--- src/rtl/nds_ecc_ram_init_ctrl_pkg.sv ---
`default_nettype none
// ============================================================================
// Module  : nds_ecc_ram_ctrl_pkg
// Brief   : Shared types for the ECC RAM init/request controller.
// Revision: 1.0 - initial release
// ============================================================================
package nds_ecc_ram_ctrl_pkg;

  // Controller phases: waiting after reset, sweeping INIT_VALUE, serving requests.
  typedef enum logic [1:0] {
    IDLE  = 2'd0,
    INIT  = 2'd1,
    READY = 2'd2
  } state_e;

endpackage
`default_nettype wire

--- src/rtl/nds_ecc_ram_init_ctrl_if.sv ---
`default_nettype none
// ============================================================================
// Module  : nds_ecc_ram_init_ctrl_if
// Brief   : Bundles the init control, request/response and RAM-side signals.
//           slave = controller view, master = cluster/RAM environment view.
// Revision: 1.0 - initial release
// ============================================================================
interface nds_ecc_ram_init_ctrl_if #(
  parameter int DATA_WIDTH = 64,
  parameter int ADDR_WIDTH = 5
);
  import nds_ecc_ram_ctrl_pkg::*;

  logic                  i_init_start;
  logic                  o_init_busy;
  logic                  o_init_done;
  logic                  i_req_valid;
  logic                  o_req_ready;
  logic                  i_req_we;
  logic [ADDR_WIDTH-1:0] i_req_addr;
  logic [DATA_WIDTH-1:0] i_req_wdata;
  logic                  o_rsp_valid;
  logic [DATA_WIDTH-1:0] o_rsp_rdata;
  logic                  o_ram_cs;
  logic                  o_ram_we;
  logic [ADDR_WIDTH-1:0] o_ram_addr;
  logic [DATA_WIDTH-1:0] o_ram_din;
  logic [DATA_WIDTH-1:0] i_ram_dout;

  modport slave (
    input  i_init_start, i_req_valid, i_req_we, i_req_addr, i_req_wdata, i_ram_dout,
    output o_init_busy, o_init_done, o_req_ready, o_rsp_valid, o_rsp_rdata,
           o_ram_cs, o_ram_we, o_ram_addr, o_ram_din
  );

  modport master (
    output i_init_start, i_req_valid, i_req_we, i_req_addr, i_req_wdata, i_ram_dout,
    input  o_init_busy, o_init_done, o_req_ready, o_rsp_valid, o_rsp_rdata,
           o_ram_cs, o_ram_we, o_ram_addr, o_ram_din
  );

endinterface
`default_nettype wire

--- src/rtl/nds_ecc_ram_init_ctrl_rsp_pipe.sv ---
`default_nettype none
// ============================================================================
// Module  : nds_ecc_ram_rsp_pipe
// Brief   : LATENCY-deep valid shift register; an issue strobe reappears as
//           a retire strobe exactly LATENCY cycles later.
// Revision: 1.0 - initial release
// ============================================================================
module nds_ecc_ram_rsp_pipe
  import nds_ecc_ram_ctrl_pkg::*;
#(
  parameter int LATENCY = 1
) (
  input  wire logic clk,
  input  wire logic rst_n,
  input  wire logic issue,
  output logic      retire
);

  logic [LATENCY-1:0] stage;

  generate
    if (LATENCY == 1) begin : g_single
      // Single stage: the strobe is simply delayed by one cycle.
      always_ff @(posedge clk or negedge rst_n) begin
        if (!rst_n) stage <= '0;
        else        stage <= issue;
      end
    end else begin : g_multi
      // Multi stage: shift the strobe toward the MSB once per cycle.
      always_ff @(posedge clk or negedge rst_n) begin
        if (!rst_n) stage <= '0;
        else        stage <= {stage[LATENCY-2:0], issue};
      end
    end
  endgenerate

  assign retire = stage[LATENCY-1];

endmodule
`default_nettype wire

--- src/rtl/nds_ecc_ram_init_ctrl.sv ---
`default_nettype none
// ============================================================================
// Module  : nds_ecc_ram_init_ctrl
// Brief   : Requester-side controller for a 1RW ECC RAM. Sweeps INIT_VALUE
//           over every word after reset (or on request) so check bits are
//           valid, then forwards one request per cycle and returns read data
//           aligned to the RAM read latency.
// Revision: 1.0 - initial release
// ============================================================================
module nds_ecc_ram_init_ctrl
  import nds_ecc_ram_ctrl_pkg::*;
#(
  parameter int                    DATA_WIDTH   = 64,
  parameter int                    ADDR_WIDTH   = 5,
  parameter int                    READ_LATENCY = 1,
  parameter logic [DATA_WIDTH-1:0] INIT_VALUE   = '0,
  parameter bit                    AUTO_INIT    = 1'b1
) (
  input  wire logic              i_clk,
  input  wire logic              i_rst_n,
  nds_ecc_ram_init_ctrl_if.slave bus
);

  // All-ones address is NUM_WORDS-1; the sweep ends on this compare rather
  // than on counter wrap.
  localparam logic [ADDR_WIDTH-1:0] LAST_ADDR = '1;

  state_e                state;
  state_e                next_state;
  logic [ADDR_WIDTH-1:0] cnt;
  logic                  last_word;
  logic                  init_done;
  logic                  init_busy;
  logic                  req_ready;
  logic                  accept;
  logic                  rsp_valid;
  logic                  ram_cs;
  logic                  ram_we;
  logic [ADDR_WIDTH-1:0] ram_addr;
  logic [DATA_WIDTH-1:0] ram_din;

  assign last_word = (cnt == LAST_ADDR);

  // State register.
  always_ff @(posedge i_clk or negedge i_rst_n) begin
    if (!i_rst_n) state <= IDLE;
    else          state <= next_state;
  end

  // Next state plus RAM-side mux, selected by the state register only.
  always_comb begin
    next_state = state;
    init_busy  = 1'b0;
    req_ready  = 1'b0;
    accept     = 1'b0;
    ram_cs     = 1'b0;
    ram_we     = 1'b0;
    ram_addr   = '0;
    ram_din    = '0;
    case (state)
      IDLE: begin
        if (AUTO_INIT || bus.i_init_start) next_state = INIT;
      end
      INIT: begin
        init_busy = 1'b1;
        ram_cs    = 1'b1;
        ram_we    = 1'b1;
        ram_addr  = cnt;
        ram_din   = INIT_VALUE;
        if (last_word) next_state = READY;
      end
      READY: begin
        // An init request takes priority; the pending request waits upstream.
        req_ready = ~bus.i_init_start;
        accept    = bus.i_req_valid & req_ready;
        if (accept) begin
          ram_cs   = 1'b1;
          ram_we   = bus.i_req_we;
          ram_addr = bus.i_req_addr;
          ram_din  = bus.i_req_wdata;
        end
        if (bus.i_init_start) next_state = INIT;
      end
      default: next_state = IDLE;
    endcase
  end

  // Sweep counter and sticky done flag; init_start is ignored mid-sweep.
  always_ff @(posedge i_clk or negedge i_rst_n) begin
    if (!i_rst_n) begin
      cnt       <= '0;
      init_done <= 1'b0;
    end else if (state == INIT) begin
      if (last_word) begin
        cnt       <= '0;
        init_done <= 1'b1;
      end else begin
        cnt <= cnt + 1'b1;
      end
    end else if (bus.i_init_start) begin
      cnt       <= '0;
      init_done <= 1'b0;
    end
  end

  nds_ecc_ram_rsp_pipe #(
    .LATENCY (READ_LATENCY)
  ) u_rsp_pipe (
    .clk    (i_clk),
    .rst_n  (i_rst_n),
    .issue  (accept & ~bus.i_req_we),
    .retire (rsp_valid)
  );

  assign bus.o_init_busy = init_busy;
  assign bus.o_init_done = init_done;
  assign bus.o_req_ready = req_ready;
  assign bus.o_ram_cs    = ram_cs;
  assign bus.o_ram_we    = ram_we;
  assign bus.o_ram_addr  = ram_addr;
  assign bus.o_ram_din   = ram_din;
  assign bus.o_rsp_valid = rsp_valid;
  assign bus.o_rsp_rdata = rsp_valid ? bus.i_ram_dout : '0;

endmodule
`default_nettype wire

--- src/flat_wrapper.sv ---
// flat-port wrapper written by rule: the top's interface ports become plain ports
module nds_ecc_ram_init_ctrl_flat import nds_ecc_ram_ctrl_pkg::*;
#(
  parameter int                    DATA_WIDTH   = 64,
  parameter int                    ADDR_WIDTH   = 5,
  parameter int                    READ_LATENCY = 1,
  parameter logic [DATA_WIDTH-1:0] INIT_VALUE   = '0,
  parameter bit                    AUTO_INIT    = 1'b1
)
  (i_clk, i_rst_n, bus_i_init_start, bus_i_req_valid, bus_i_req_we, bus_i_req_addr, bus_i_req_wdata, bus_i_ram_dout, bus_o_init_busy, bus_o_init_done, bus_o_req_ready, bus_o_rsp_valid, bus_o_rsp_rdata, bus_o_ram_cs, bus_o_ram_we, bus_o_ram_addr, bus_o_ram_din);
  nds_ecc_ram_init_ctrl_if #(.DATA_WIDTH(DATA_WIDTH), .ADDR_WIDTH(ADDR_WIDTH)) bus_i ();
  input  wire logic i_clk;
  input  wire logic i_rst_n;
  input wire logic [$bits(bus_i.i_init_start)-1:0] bus_i_init_start;
  input wire logic [$bits(bus_i.i_req_valid)-1:0] bus_i_req_valid;
  input wire logic [$bits(bus_i.i_req_we)-1:0] bus_i_req_we;
  input wire logic [$bits(bus_i.i_req_addr)-1:0] bus_i_req_addr;
  input wire logic [$bits(bus_i.i_req_wdata)-1:0] bus_i_req_wdata;
  input wire logic [$bits(bus_i.i_ram_dout)-1:0] bus_i_ram_dout;
  output wire logic [$bits(bus_i.o_init_busy)-1:0] bus_o_init_busy;
  output wire logic [$bits(bus_i.o_init_done)-1:0] bus_o_init_done;
  output wire logic [$bits(bus_i.o_req_ready)-1:0] bus_o_req_ready;
  output wire logic [$bits(bus_i.o_rsp_valid)-1:0] bus_o_rsp_valid;
  output wire logic [$bits(bus_i.o_rsp_rdata)-1:0] bus_o_rsp_rdata;
  output wire logic [$bits(bus_i.o_ram_cs)-1:0] bus_o_ram_cs;
  output wire logic [$bits(bus_i.o_ram_we)-1:0] bus_o_ram_we;
  output wire logic [$bits(bus_i.o_ram_addr)-1:0] bus_o_ram_addr;
  output wire logic [$bits(bus_i.o_ram_din)-1:0] bus_o_ram_din;
  assign bus_i.i_init_start = bus_i_init_start;
  assign bus_i.i_req_valid = bus_i_req_valid;
  assign bus_i.i_req_we = bus_i_req_we;
  assign bus_i.i_req_addr = bus_i_req_addr;
  assign bus_i.i_req_wdata = bus_i_req_wdata;
  assign bus_i.i_ram_dout = bus_i_ram_dout;
  assign bus_o_init_busy = bus_i.o_init_busy;
  assign bus_o_init_done = bus_i.o_init_done;
  assign bus_o_req_ready = bus_i.o_req_ready;
  assign bus_o_rsp_valid = bus_i.o_rsp_valid;
  assign bus_o_rsp_rdata = bus_i.o_rsp_rdata;
  assign bus_o_ram_cs = bus_i.o_ram_cs;
  assign bus_o_ram_we = bus_i.o_ram_we;
  assign bus_o_ram_addr = bus_i.o_ram_addr;
  assign bus_o_ram_din = bus_i.o_ram_din;
  nds_ecc_ram_init_ctrl #(.DATA_WIDTH(DATA_WIDTH), .ADDR_WIDTH(ADDR_WIDTH), .READ_LATENCY(READ_LATENCY), .INIT_VALUE(INIT_VALUE), .AUTO_INIT(AUTO_INIT)) u_core (.i_clk(i_clk), .i_rst_n(i_rst_n), .bus(bus_i));
endmodule
--- config.mk ---
export PLATFORM = sky130hd
export DESIGN_NAME = nds_ecc_ram_init_ctrl_flat
export DESIGN_NICKNAME = d
export VERILOG_FILES = /design/src/rtl/nds_ecc_ram_init_ctrl_pkg.sv /design/src/rtl/nds_ecc_ram_init_ctrl_if.sv /design/src/rtl/nds_ecc_ram_init_ctrl_rsp_pipe.sv /design/src/rtl/nds_ecc_ram_init_ctrl.sv /design/src/flat_wrapper.sv
export SDC_FILE = /design/constraint.sdc
export NUM_CORES = 1
export LEC_CHECK = 0
export CAP_MARGIN = 0
export CORE_AREA = 4 4 107 109
export DETAILED_ROUTE_END_ITERATION = 10
export DIE_AREA = 0 0 111 113
export DONT_BUFFER_PORTS = 1
export GPL_TIMING_DRIVEN = 0
export PLACE_DENSITY = 0.3
export SLEW_MARGIN = 10
export SYNTH_ARGS = -nofsm -noshare
export SYNTH_HDL_FRONTEND = slang
export SYNTH_HIERARCHICAL = 1
export SYNTH_SLANG_ARGS = --single-unit
--- constraint.sdc ---
create_clock -name i_clk -period 1.7 [get_ports i_clk]
set_input_delay 0.255 -clock i_clk [delete_from_list [all_inputs] [get_ports i_clk]]
set_output_delay 0.255 -clock i_clk [all_outputs]
set_load 0.005 [all_outputs]
; Word-level counts from Yosys, hierarchy flattened
; Cells that the tools add are included.
[classes]
muxes = 21
bitwise = 4
n_eq_ne = 5
reduce_logical = 4
add_sub_neg = 1
[ops]
columns = op, count
row1 = $mux W64, 3
row2 = $mux W5, 4
row3 = $pmux W5 S2, 1
row4 = $mux W1, 8
row5 = $pmux W2 S3, 1
row6 = $add A5 B1 Y5 const B, 1
row7 = $eq A5 B5 Y1 const B, 1
row8 = $mux W2, 2
row9 = $pmux W1 S2, 2
row10 = $reduce_and A2 Y1, 2
row11 = $and A1 B1 Y1, 2
row12 = $eq A2 B1 Y1 const B, 1
row13 = $eq A2 B2 Y1 const B, 1
row14 = $logic_not A2 Y1, 1
row15 = $ne A2 B1 Y1 const B, 1
row16 = $ne A2 B2 Y1 const B, 1
row17 = $not A1 Y1, 2
row18 = $reduce_bool A2 Y1, 1
[totals]
out_inout_bits = 139
word_cells = 39
ff_bits = 9
in_bits = 138

; Logic depth before layout (Yosys ltp)
; Gate-level depths: netlist of the first run.
[logic_depth]
depth_word = 4
mapped_depth = 6
mapped_depth_nobuf = 6

; By module
; Netlist of the first run, hierarchy kept.
[by_module_without_submodules]
columns = mod, instances, cells_per_inst, area_per_inst_um2, seq_area_each_um2
row1 = nds_ecc_ram_init_ctrl, 1, 208, 1570.3, 200.2
row2 = nds_ecc_ram_rsp_pipe, 1, 1, 25.0, 25.0

; Worst setup path after synthesis of the first run
; OpenSTA, ideal clock, no wires.
[synth_path]
path_kind = reg2reg
startpoint = reg u_core.cnt[0]
endpoint = reg u_core.state[1]
stages_incl_launch_ff = 7
t_arrival_ns = 1.539
period_less_slack_ns = 1.664
setup_ns = 0.125
setup_slack_ns = 0.036
n_path_buf = 0
t_required_ns = 1.575
path_cell_list = dfrtp_1 > ha_1 > and3_1 > ha_1 > and2b_1 > nor2_1 > mux2_2
[synth_via]
elab_chain_len = 3
[synth_lines]
columns = element, line
row1 = from (decl), nds_ecc_ram_init_ctrl.sv:30  ; logic [ADDR_WIDTH-1:0] cnt;
row2 = from (signal assigned), nds_ecc_ram_init_ctrl.sv:98  ; cnt <= cnt + 1'b1;
row3 = $eq A5 B5 Y1, nds_ecc_ram_init_ctrl.sv:42  ; assign last_word = (cnt == LAST_ADDR);
row4 = $ne A2 B1 Y1 (no line), n/a
row5 = $reduce_and A2 Y1 (no line), n/a
row6 = to (signal assigned), nds_ecc_ram_init_ctrl.sv:47  ; else state <= next_state;
row7 = to (decl), nds_ecc_ram_init_ctrl.sv:28  ; state_e state;
; Every way passes these cells.
; A chain may end at the register's enable or synchronous reset.

; Worst setup path after layout of the first run
[layout_path]
startpoint = reg u_core.state[1]
endpoint = out bus_o_ram_din[21]
[layout_via]
elab_chain_len = 2
[layout_lines]
columns = element, line
row1 = $eq A2 B2 Y1, nds_ecc_ram_init_ctrl.sv:60  ; case (state)
row2 = $mux W64, nds_ecc_ram_init_ctrl.sv:60
row3 = to (decl), flat_wrapper.sv:28  ; output wire logic [$bits(bus_i.o_ram_din)-1:0] bus_o_ram_din;
; Every way passes these cells.

==> flow_metrics.py, run 1 <==
metrics = {
    "status": {
        "status": "complete, but fails checks",
        "failed_checks": "setup timing",
    },
    "synthesis": {
        "ys.flop_type": "dfrtp_1",
        "async_flop_share_pct": 100.0,
        "synth_top_cell_by_area": "and2_1",
        "post_synth_num_cell_types": 25,
        "synthTopCellsByArea": "and2_1 38%, and2_4 16%, dfrtp_1 14%, ha_1 6.3%, buf_6 4.2%",
        "synth_top_area_share_pct": 38.43,
        "ys_ff_latch": 9,
        "synth-edff-count": 0,
        "synth.avg_cell_area_sq_um": 7.633,
        "ys_warn_count": 6,
        "ys_seq_area_share_pct": 14.12,
        "synthCells": 209,
        "syn_area_sq_um": 1595,
        "syn_nets": 355,
    },
    "floorplanning": {
        "start_util_pct": 15.05,
        "dieHeight_um": 113,
        "num_rows": 38,
        "boundaryPins": 277,
        "dieArea_sq_um": 12540,
        "coreArea_sq_um": 10600,
        "die_x_um": 111,
    },
    "cts": {
        "cts_tree": "built",
        "clk_pin_slew_ns": 0.05,
        "htree_levels": 1,
        "clock_sinks": 9,
        "clock_latency_ns": 0.23,
        "numCtsBuffers": 3,
        "cts_root_buf": "clkbuf_8",
        "ctsLongestPathBuffers": 2,
    },
    "finish": {
        "final_common_cell": "and2_1",
        "final_cell_mix": "85 x and2_1, 41 x and2_4, 10 x buf_4, 8 x o21ai_0, 8 x dfrtp_1",
        "nNetsFinal": 371,
        "area_growth_pct": 29.96,
        "layout.cells.non_filler": 364,
        "drive_gt1_share_pct": 39.73,
        "diodes": 0,
    },
    "timing": {
        "rsz0062_at_grt": "yes",
        "worst_slew_pin_slew_ns": 0.4555,
        "slew_headroom_pct": 69.54,
        "finalCritPeriodShare_pct": 107.0,
        "maxClockFrequency_mhz": 549.9,
        "fin_hold_ws_ns": 0.08363,
        "setup_ws_ns": -0.1185,
        "finalHoldViolCount": 0,
        "slew_violations": 0,
        "finalSetupViolations": 54,
        "min_period_ns": 1.819,
        "fin_skew_ns": 0.002976,
    },
    "min_path": {
        "holdPathStages": 1,
        "hp-class": "input pin to register",
        "hp-start": "bus_i_req_we",
    },
    "setup_path": {
        "reg2reg_to": "u_core/state[1]$_DFFE_PN0P_",
        "cp-start-kind": "register",
        "crit_type": "register to output port",
        "rrSetupSlack_ns": 0.06,
        "reg2reg_depth": 6,
        "endpoint_kind": "output port",
        "crit_path_start": "u_core/state[1]$_DFFE_PN0P_",
        "r2r-start": "u_core/cnt[1]$_DFFE_PN0P_",
        "crit_fanout": 10,
        "cp.arrival_ns": 1.56,
        "critPathCapture": "bus_o_ram_din[21]",
        "required_ns": 1.44,
    },
    "global_routing": {
        "overflow": 0,
        "grt_max_degree": 11,
        "grt_util_all_layers_pct": 10.02,
        "grt_pass1_wl_mm": 9.742,
        "antenna_found_initial": 0,
        "first_global_vias": 1466,
    },
    "pwr": {
        "p_leak_nw": 0.8969,
        "pwr_density_cell_nw_per_um2": 782.3,
        "peakVddDrop_mv": 0.5799,
    },
    "route": {
        "vias": 1549,
        "drc": 0,
        "drt_iter0_drc": 34,
        "drtPass1Iterations": 4,
        "wire_per_inst_um": 20.65,
        "drt-total-wl_mm": 7.517,
        "viasPerCell": 4.255,
        "ant_nets": 0,
    },
    "placement": {
        "hpwl_mm": 6.370,
        "gp_congestion": 0.7524,
        "port_buffers": 0,
        "dp.cells": 349,
    },
    "job": {
        "max_cap_violations": 0,
    },
}
==> cells by family after synthesis <==
group / share of synthesized area (%)
DFF: 14.12
buffers and inverters: 7.529
AOI/OAI and AO/OA: 7.060
adders and majority gates: 6.275
muxes: 0.7058
and+or+nand+nor: 64.31
==> where the power goes <==
part / leakage, nW / switching, mW / internal (mW)
sequential: 0.120 / 0.0604 / 0.266
clock: 0.0228 / 0.0848 / 0.163
combinational: 0.754 / 0.508 / 0.538
total: 0.897 / 0.654 / 0.968
==> flip-flops by register name (all words and copies together) (netlist names) <==
register and count:
u_core/bus.o_init_done 1, u_core/u_rsp_pipe/retire 1, u_core/cnt 5, u_core/state 2
==> what timing repair did <==
| action | CTS | global route |
|---|---|---|
| endpoints found under the setup margin | 133 | 130 |
| hold buffers | 1 | 0 |
| buffers inserted | 7 | 1 |
| endpoints found under the hold margin | 9 | 0 |
| gates cloned | 3 | 0 |
| gates resized for setup | 45 | 17 |
| pin swaps | 23 | 2 |
==> worst max-delay path, stage by stage (launching register included) <==
cell and delay [ns]:
dfrtp_2 0.45, ha_4 0.17, and3b_2 0.23, buf_4 0.16
buf_6 0.12, and2_1 0.18
==> synth_stat cells (all sizes together), types with 3 or more instances <==
library cell,n
and2,128
clkbuf,10
dfrtp,9
ha,8
o21ai,8
nor2b,7
buf,6
a22oi,5
inv,4
nand2,4
nand2b,3
==> per-layer routing <==
metal | GRT usage [%] | share of wire, % | up-vias
li1 | - | - | 678
met1 | 13.04 | 40 | 747
met2 | 16.38 | 49 | 122
met3 | 4.064 | 11 | 2
met4 | 0.7389 | 0.19 | 0
met5 | 0 | 0 | -
==> worst min-delay path by stage <==
stage / end / slack (ns)
after floorplan: u_core/bus.o_init_done$_DFFE_PN0P_ / -0.04
after global placement: u_core/bus.o_init_done$_DFFE_PN0P_ / -0.04
after detailed placement: u_core/bus.o_init_done$_DFFE_PN0P_ / -0.04
after CTS: u_core/u_rsp_pipe/retire$_DFF_PN0_ / 0.08
after global routing: u_core/u_rsp_pipe/retire$_DFF_PN0_ / 0.07
final: u_core/u_rsp_pipe/retire$_DFF_PN0_ / 0.08
==> metrics by stage <==
stage          setup slack (ns)  util [%]  total power [mW]  setup TNS (ns)  instance area, sq um
5_1_grt                 -0.1789     19.55             1.766          -8.997                  2073
6_report                -0.1185     19.55             1.622          -4.308                  2073
3_3_place_gp            -0.2394     16.70             1.086          -1.320                  1770
2_1_floorplan           0.03591         -            0.8873               0                  1595
4_1_cts                 -0.1343     19.06             1.597          -5.440                  2021
3_5_place_dp            -0.2442     16.70             1.077          -1.365                  1770
==> cell type report <==
type / count / area [sq um]
fill: 1187 / 8529
multi-input combinational: 180 / 1365
sequential: 9 / 226.5
tap: 140 / 175.2
buffer: 15 / 146.4
timing repair buffer: 12 / 100.1
clock buffer: 4 / 45.04
inverter: 4 / 15.01
Note: power is estimated with default switching activity, not from simulation.
==> run 2: changes to the inputs <==
- CORE_AREA: 4 4 107 109 -> 4 4 106 108
- DIE_AREA: 0 0 111 113 -> 0 0 110 112
- SLEW_MARGIN: 10 -> unset
==> flow_metrics.py, run 2 (synthesis results as in run 1) <==
metrics = {
    "status": {
        "status": "complete, but fails checks",
        "failed_checks": "setup timing",
    },
    "finish": {
        "final_common_cell": "and2_1",
        "final_cell_mix": "81 x and2_1, 47 x and2_4, 13 x buf_4, 8 x o21ai_0, 7 x dfrtp_1",
        "layout.cells.non_filler": 363,
        "largest_register": "u_core/cnt",
        "largest_reg_flops": 5,
        "area_growth_pct": 34.59,
        "multi_input_area_sq_um": 1425,
        "top_regs": "u_core/cnt (5), u_core/state (2)",
        "nNetsFinal": 374,
        "diodes": 0,
        "fillCellCount": 1151,
        "drive_gt1_share_pct": 46.26,
        "register_area_sq_um": 227.7,
    },
    "setup_path": {
        "cp-start-kind": "register",
        "endpoint_kind": "output port",
        "crit_type": "register to output port",
        "r2r-start": "u_core/cnt[0]$_DFFE_PN0P_",
        "cp.arrival_ns": 1.56,
        "required_ns": 1.44,
        "crit_path_start": "u_core/state[1]$_DFFE_PN0P_",
        "crit_fanout": 5,
    },
    "placement": {
        "dp.cells": 345,
        "gp_congestion": 0.6690,
        "hpwl_mm": 6.783,
        "port_buffers": 0,
    },
    "timing": {
        "fin_skew_ns": 0.004847,
        "finalSetupViolations": 65,
        "finalHoldViolCount": 0,
        "slew_violations": 0,
        "setup_ws_ns": -0.1105,
        "min_period_ns": 1.811,
        "maxClockFrequency_mhz": 552.3,
        "worst_slew_pin_slew_ns": 0.4425,
        "fin_hold_ws_ns": 0.08177,
        "slew_headroom_pct": 70.41,
        "finalCritPeriodShare_pct": 106.5,
        "rsz0062_at_grt": "yes",
    },
    "route": {
        "drtPass1Iterations": 4,
        "vias": 1504,
        "drt-total-wl_mm": 7.906,
        "drt_iter0_drc": 32,
        "ant_nets": 0,
        "viasPerCell": 4.143,
        "drc": 0,
        "wire_per_inst_um": 21.78,
    },
    "cts": {
        "htree_levels": 1,
        "clk_pin_slew_ns": 0.05,
        "clock_sinks": 9,
        "cts_root_buf": "clkbuf_8",
        "ctsLongestPathBuffers": 2,
        "clock_latency_ns": 0.23,
        "cts_tree": "built",
        "numCtsBuffers": 3,
    },
    "floorplanning": {
        "die_x_um": 110,
        "num_rows": 37,
        "dieArea_sq_um": 12320,
        "coreArea_sq_um": 10230,
        "boundaryPins": 277,
        "dieHeight_um": 112,
        "start_util_pct": 15.59,
    },
    "pwr": {
        "p_switching_uw": 695.0,
        "pwr_density_cell_nw_per_um2": 819.8,
        "peakVddDrop_mv": 0.5531,
        "internal_power_mw": 1.065,
        "p_leak_nw": 0.9364,
        "power_frac_comb_pct": 67.6,
        "switching_share_pct": 39.49,
        "p_seq_share_pct": 18.1,
        "clkPwrFrac_pct": 14.3,
    },
    "global_routing": {
        "first_global_vias": 1470,
        "antenna_found_initial": 0,
        "overflow": 0,
        "grt_pass1_wl_mm": 10.03,
        "grt_util_all_layers_pct": 10.92,
        "grt_max_degree": 11,
    },
    "min_path": {
        "hp-class": "input pin to register",
        "hp-start": "bus_i_req_we",
    },
    "job": {
        "max_cap_violations": 0,
    },
}
[run 2: timing repair]
| item | in CTS | in global routing |
|---|---|---|
| endpoints found under the hold margin | 9 | 0 |
| resized for setup | 33 | 45 |
| pin swaps | 2 | 12 |
| endpoints found under the setup margin | 133 | 76 |
| buffers inserted | 8 | 4 |
| hold buffers | 1 | 0 |
| gates cloned | 1 | 1 |
[run 2: layer usage]
metal	vias to the layer above	share of wire, %	routed length (um)	GRT usage [%]
li1	681	-	-	-
met4	0	0.87	69	1.663
met5	-	0	0	0
met3	6	8.2	650	2.377
met2	116	55	4330	20.15
met1	701	36	2855	12.89
[run 2: layout make-up]
| cell class | count | area share [%] |
|---|---|---|
| Buffer | 15 | 6.760 |
| Clock buffer | 4 | 2.098 |
| Inverter | 4 | 0.6993 |
| Multi-Input combinational cell | 180 | 66.38 |
| Sequential cell | 9 | 10.61 |
| Tap cell | 136 | 7.925 |
| Timing Repair Buffer | 15 | 5.536 |
[run 2: stage by stage]
stage	setup WS, ns	utilization [%]	TNS, ns	power (mW)	cell area (sq um)
2_1_floorplan	0.03591	-	0	0.8873	1595
3_3_place_gp	-0.2736	17.26	-1.945	1.098	1765
3_5_place_dp	-0.2756	17.26	-2.622	1.098	1765
4_1_cts	-0.1094	19.42	-5.058	1.622	1987
5_1_grt	-0.1805	20.99	-10.69	1.929	2147
6_report	-0.1105	20.99	-5.012	1.760	2147
[run 2: power by group through the flow]
stage	Sequential, mW	Clock (mW)	Combinational (mW)
6_report	0.319	0.251	1.19
3_3_place_gp	0.333	0	0.765
5_1_grt	0.325	0.280	1.32
2_1_floorplan	0.311	0	0.577
4_1_cts	0.318	0.266	1.04
3_5_place_dp	0.332	0	0.766
[run 2: critical path: stages (launching register included)]
cell and delay, ns:
dfrtp_2 0.45, ha_4 0.18, and3b_2 0.23, buf_4 0.16, buf_4 0.14, and2_1 0.17
[run 2: worst paths after layout]
path / to / slack (ns) / depth (start not counted)
max in group asynchronous: u_core/u_rsp_pipe/retire$_DFF_PN0_ / 0.96 / 1
max reg2reg: u_core/state[1]$_DFFE_PN0P_ / 0.02 / 6
min: u_core/u_rsp_pipe/retire$_DFF_PN0_ / 0.08 / 1
max: bus_o_ram_din[0] / -0.11 / 5
min in group asynchronous: u_core/bus.o_init_done$_DFFE_PN0P_ / 0.40 / 1
min reg2reg: u_core/bus.o_init_done$_DFFE_PN0P_ / 0.56 / 2
==> run 3: changes to the inputs <==
- GPL_ROUTABILITY_DRIVEN: unset -> 0
- GPL_TIMING_DRIVEN: 0 -> unset
==> flow_metrics.py, run 3 (synthesis results as in run 1) <==
metrics = {
    "placement": {
        "port_buffers": 0,
        "hpwl_mm": 6.317,
    },
    "pwr": {
        "p_leak_nw": 0.9229,
        "peakVddDrop_mv": 0.5374,
        "pwr_density_cell_nw_per_um2": 761.1,
    },
    "floorplanning": {
        "num_rows": 37,
        "dieHeight_um": 112,
        "die_x_um": 110,
        "coreArea_sq_um": 10230,
        "dieArea_sq_um": 12320,
        "boundaryPins": 277,
        "start_util_pct": 15.59,
    },
    "timing": {
        "maxClockFrequency_mhz": 550.2,
        "finalHoldViolCount": 0,
        "finalSetupViolations": 65,
        "setup_ws_ns": -0.1175,
        "worst_slew_pin_slew_ns": 0.4509,
        "fin_hold_ws_ns": 0.08226,
        "min_period_ns": 1.817,
        "fin_skew_ns": 0.001138,
        "finalCritPeriodShare_pct": 106.9,
        "slew_headroom_pct": 69.84,
        "slew_violations": 0,
        "setup_tns_ns": -6.341,
        "rsz0062_at_grt": "yes",
    },
    "status": {
        "status": "complete, but fails checks",
        "failed_checks": "setup timing",
    },
    "setup_path": {
        "required_ns": 1.44,
        "cp.arrival_ns": 1.56,
        "crit_fanout": 8,
        "cpPeakStageDelay_ns": 0.45,
        "cp-start-kind": "register",
        "slowest_stage": "dfrtp_2",
        "endpoint_kind": "output port",
        "crit_type": "register to output port",
        "worstPathCellList": "ha_4, and3b_2, buf_12, clkbuf_16, and2_4",
    },
    "global_routing": {
        "grt_util_all_layers_pct": 10.11,
        "grt_max_degree": 66,
        "grt_pass1_wl_mm": 9.404,
        "overflow": 0,
        "antenna_found_initial": 1,
        "first_global_vias": 1426,
    },
    "route": {
        "drt-total-wl_mm": 7.980,
        "drtPass1Iterations": 4,
        "drc": 0,
        "vias": 1535,
        "wl_met3_um": 739,
        "wl_met1_mm": 2.999,
        "drt_iter0_drc": 50,
        "met2RoutedLength_mm": 4.226,
        "viasPerCell": 4.312,
        "routed.top_layer": "met4",
        "wire_per_inst_um": 22.42,
        "ant_nets": 0,
    },
    "cts": {
        "clk_pin_slew_ns": 0.05,
        "numCtsBuffers": 3,
        "htree_levels": 1,
        "clock_sinks": 9,
        "cts_tree": "built",
        "cts_root_buf": "clkbuf_8",
        "clock_latency_ns": 0.23,
        "ctsLongestPathBuffers": 2,
    },
    "min_path": {
        "hp-class": "input pin to register",
    },
    "finish": {
        "nNetsFinal": 366,
        "final_common_cell": "and2_1",
        "drive_gt1_share_pct": 45.66,
        "top_regs": "u_core/cnt (5), u_core/state (2)",
        "area_growth_pct": 35.61,
        "final_cell_mix": "73 x and2_1, 55 x and2_4, 10 x buf_4, 8 x o21ai_0, 8 x dfrtp_1",
        "largest_register": "u_core/cnt",
        "largest_reg_flops": 5,
    },
    "job": {
        "max_cap_violations": 0,
    },
}
-- run 3: changes by cell type in the layout (fill, tap and decap cells not counted), moves of 2 or more --
cell / delta
and2_1: -8
and2_4: +8
buf_12: +4
buf_4: -3
buf_6: -3
buf_8: -3
clkbuf_16: +3
clkbuf_2: -5
nor2b_1: +3
nor2b_2: +2
nor2b_4: -5
-- run 3: worst paths after layout --
kind,slack (ns),from,cells past startpoint,endpoint
max,-0.12,u_core/state[1]$_DFFE_PN0P_,5,bus_o_ram_din[32]
min,0.08,bus_i_req_we,1,u_core/u_rsp_pipe/retire$_DFF_PN0_
max reg2reg,0.06,u_core/cnt[0]$_DFFE_PN0P_,6,u_core/state[1]$_DFFE_PN0P_
min reg2reg,0.56,u_core/bus.o_init_done$_DFFE_PN0P_,2,u_core/bus.o_init_done$_DFFE_PN0P_
max in group asynchronous,0.96,i_rst_n,1,u_core/state[1]$_DFFE_PN0P_
min in group asynchronous,0.41,i_rst_n,1,u_core/cnt[1]$_DFFE_PN0P_
-- run 3: area by class of cell --
cell class                 count  area, sq um
antenna                        1        2.502
clock buffer                   4        45.04
fill                        1145         8068
inverter                       4        15.01
multi-input combinational    180         1395
sequential                     9        226.5
tap                          136        170.2
timing repair buffer          22        309.0
-- run 3: routing by layer --
layer  track usage, %  vias to the layer above
met5                0                        -
met4            1.247                        0
met3            1.797                        2
met2            18.37                      125
met1            12.54                      740
li1                 -                      668
-- run 3: timing repair --
item                       in CTS  in global routing
resized for setup              16                 36
cloned                          1                  5
setup endpoints to repair      72                 74
hold buffers                    1                  0
setup buffers                   5                  2
pin swaps                       1                 49
hold endpoints to repair        9                  0
-- run 3: worst max-delay path, delay by kind of cell, from the launching register on --
family / cells / cell delay (ns)
fa+ha+maj: 1 / 0.18
buf+inv: 2 / 0.31
flops: 1 / 0.45
simple gates: 2 / 0.39
-- run 3: through the flow --
| stage | power (mW) | instances | util (%) | setup WS, ns | cell area [sq um] |
|---|---|---|---|---|---|
| detailed placement | 1.118 | 338 | 17.15 | 0.01615 | 1754 |
| CTS | 1.540 | 349 | 19.03 | -0.1200 | 1947 |
| floorplan | 0.8873 | 209 | - | 0.03591 | 1595 |
| global placement | 1.126 | 338 | 17.15 | 0.05751 | 1754 |
| finish | 1.647 | 356 | 21.14 | -0.1175 | 2163 |
| global route | 1.782 | 356 | 21.14 | -0.1496 | 2163 |
-- run 3: report_power, final --
part	internal [mW]	switching, mW
clock	0.164	0.0862
combinational	0.564	0.525
sequential	0.266	0.0416
total	0.994	0.653
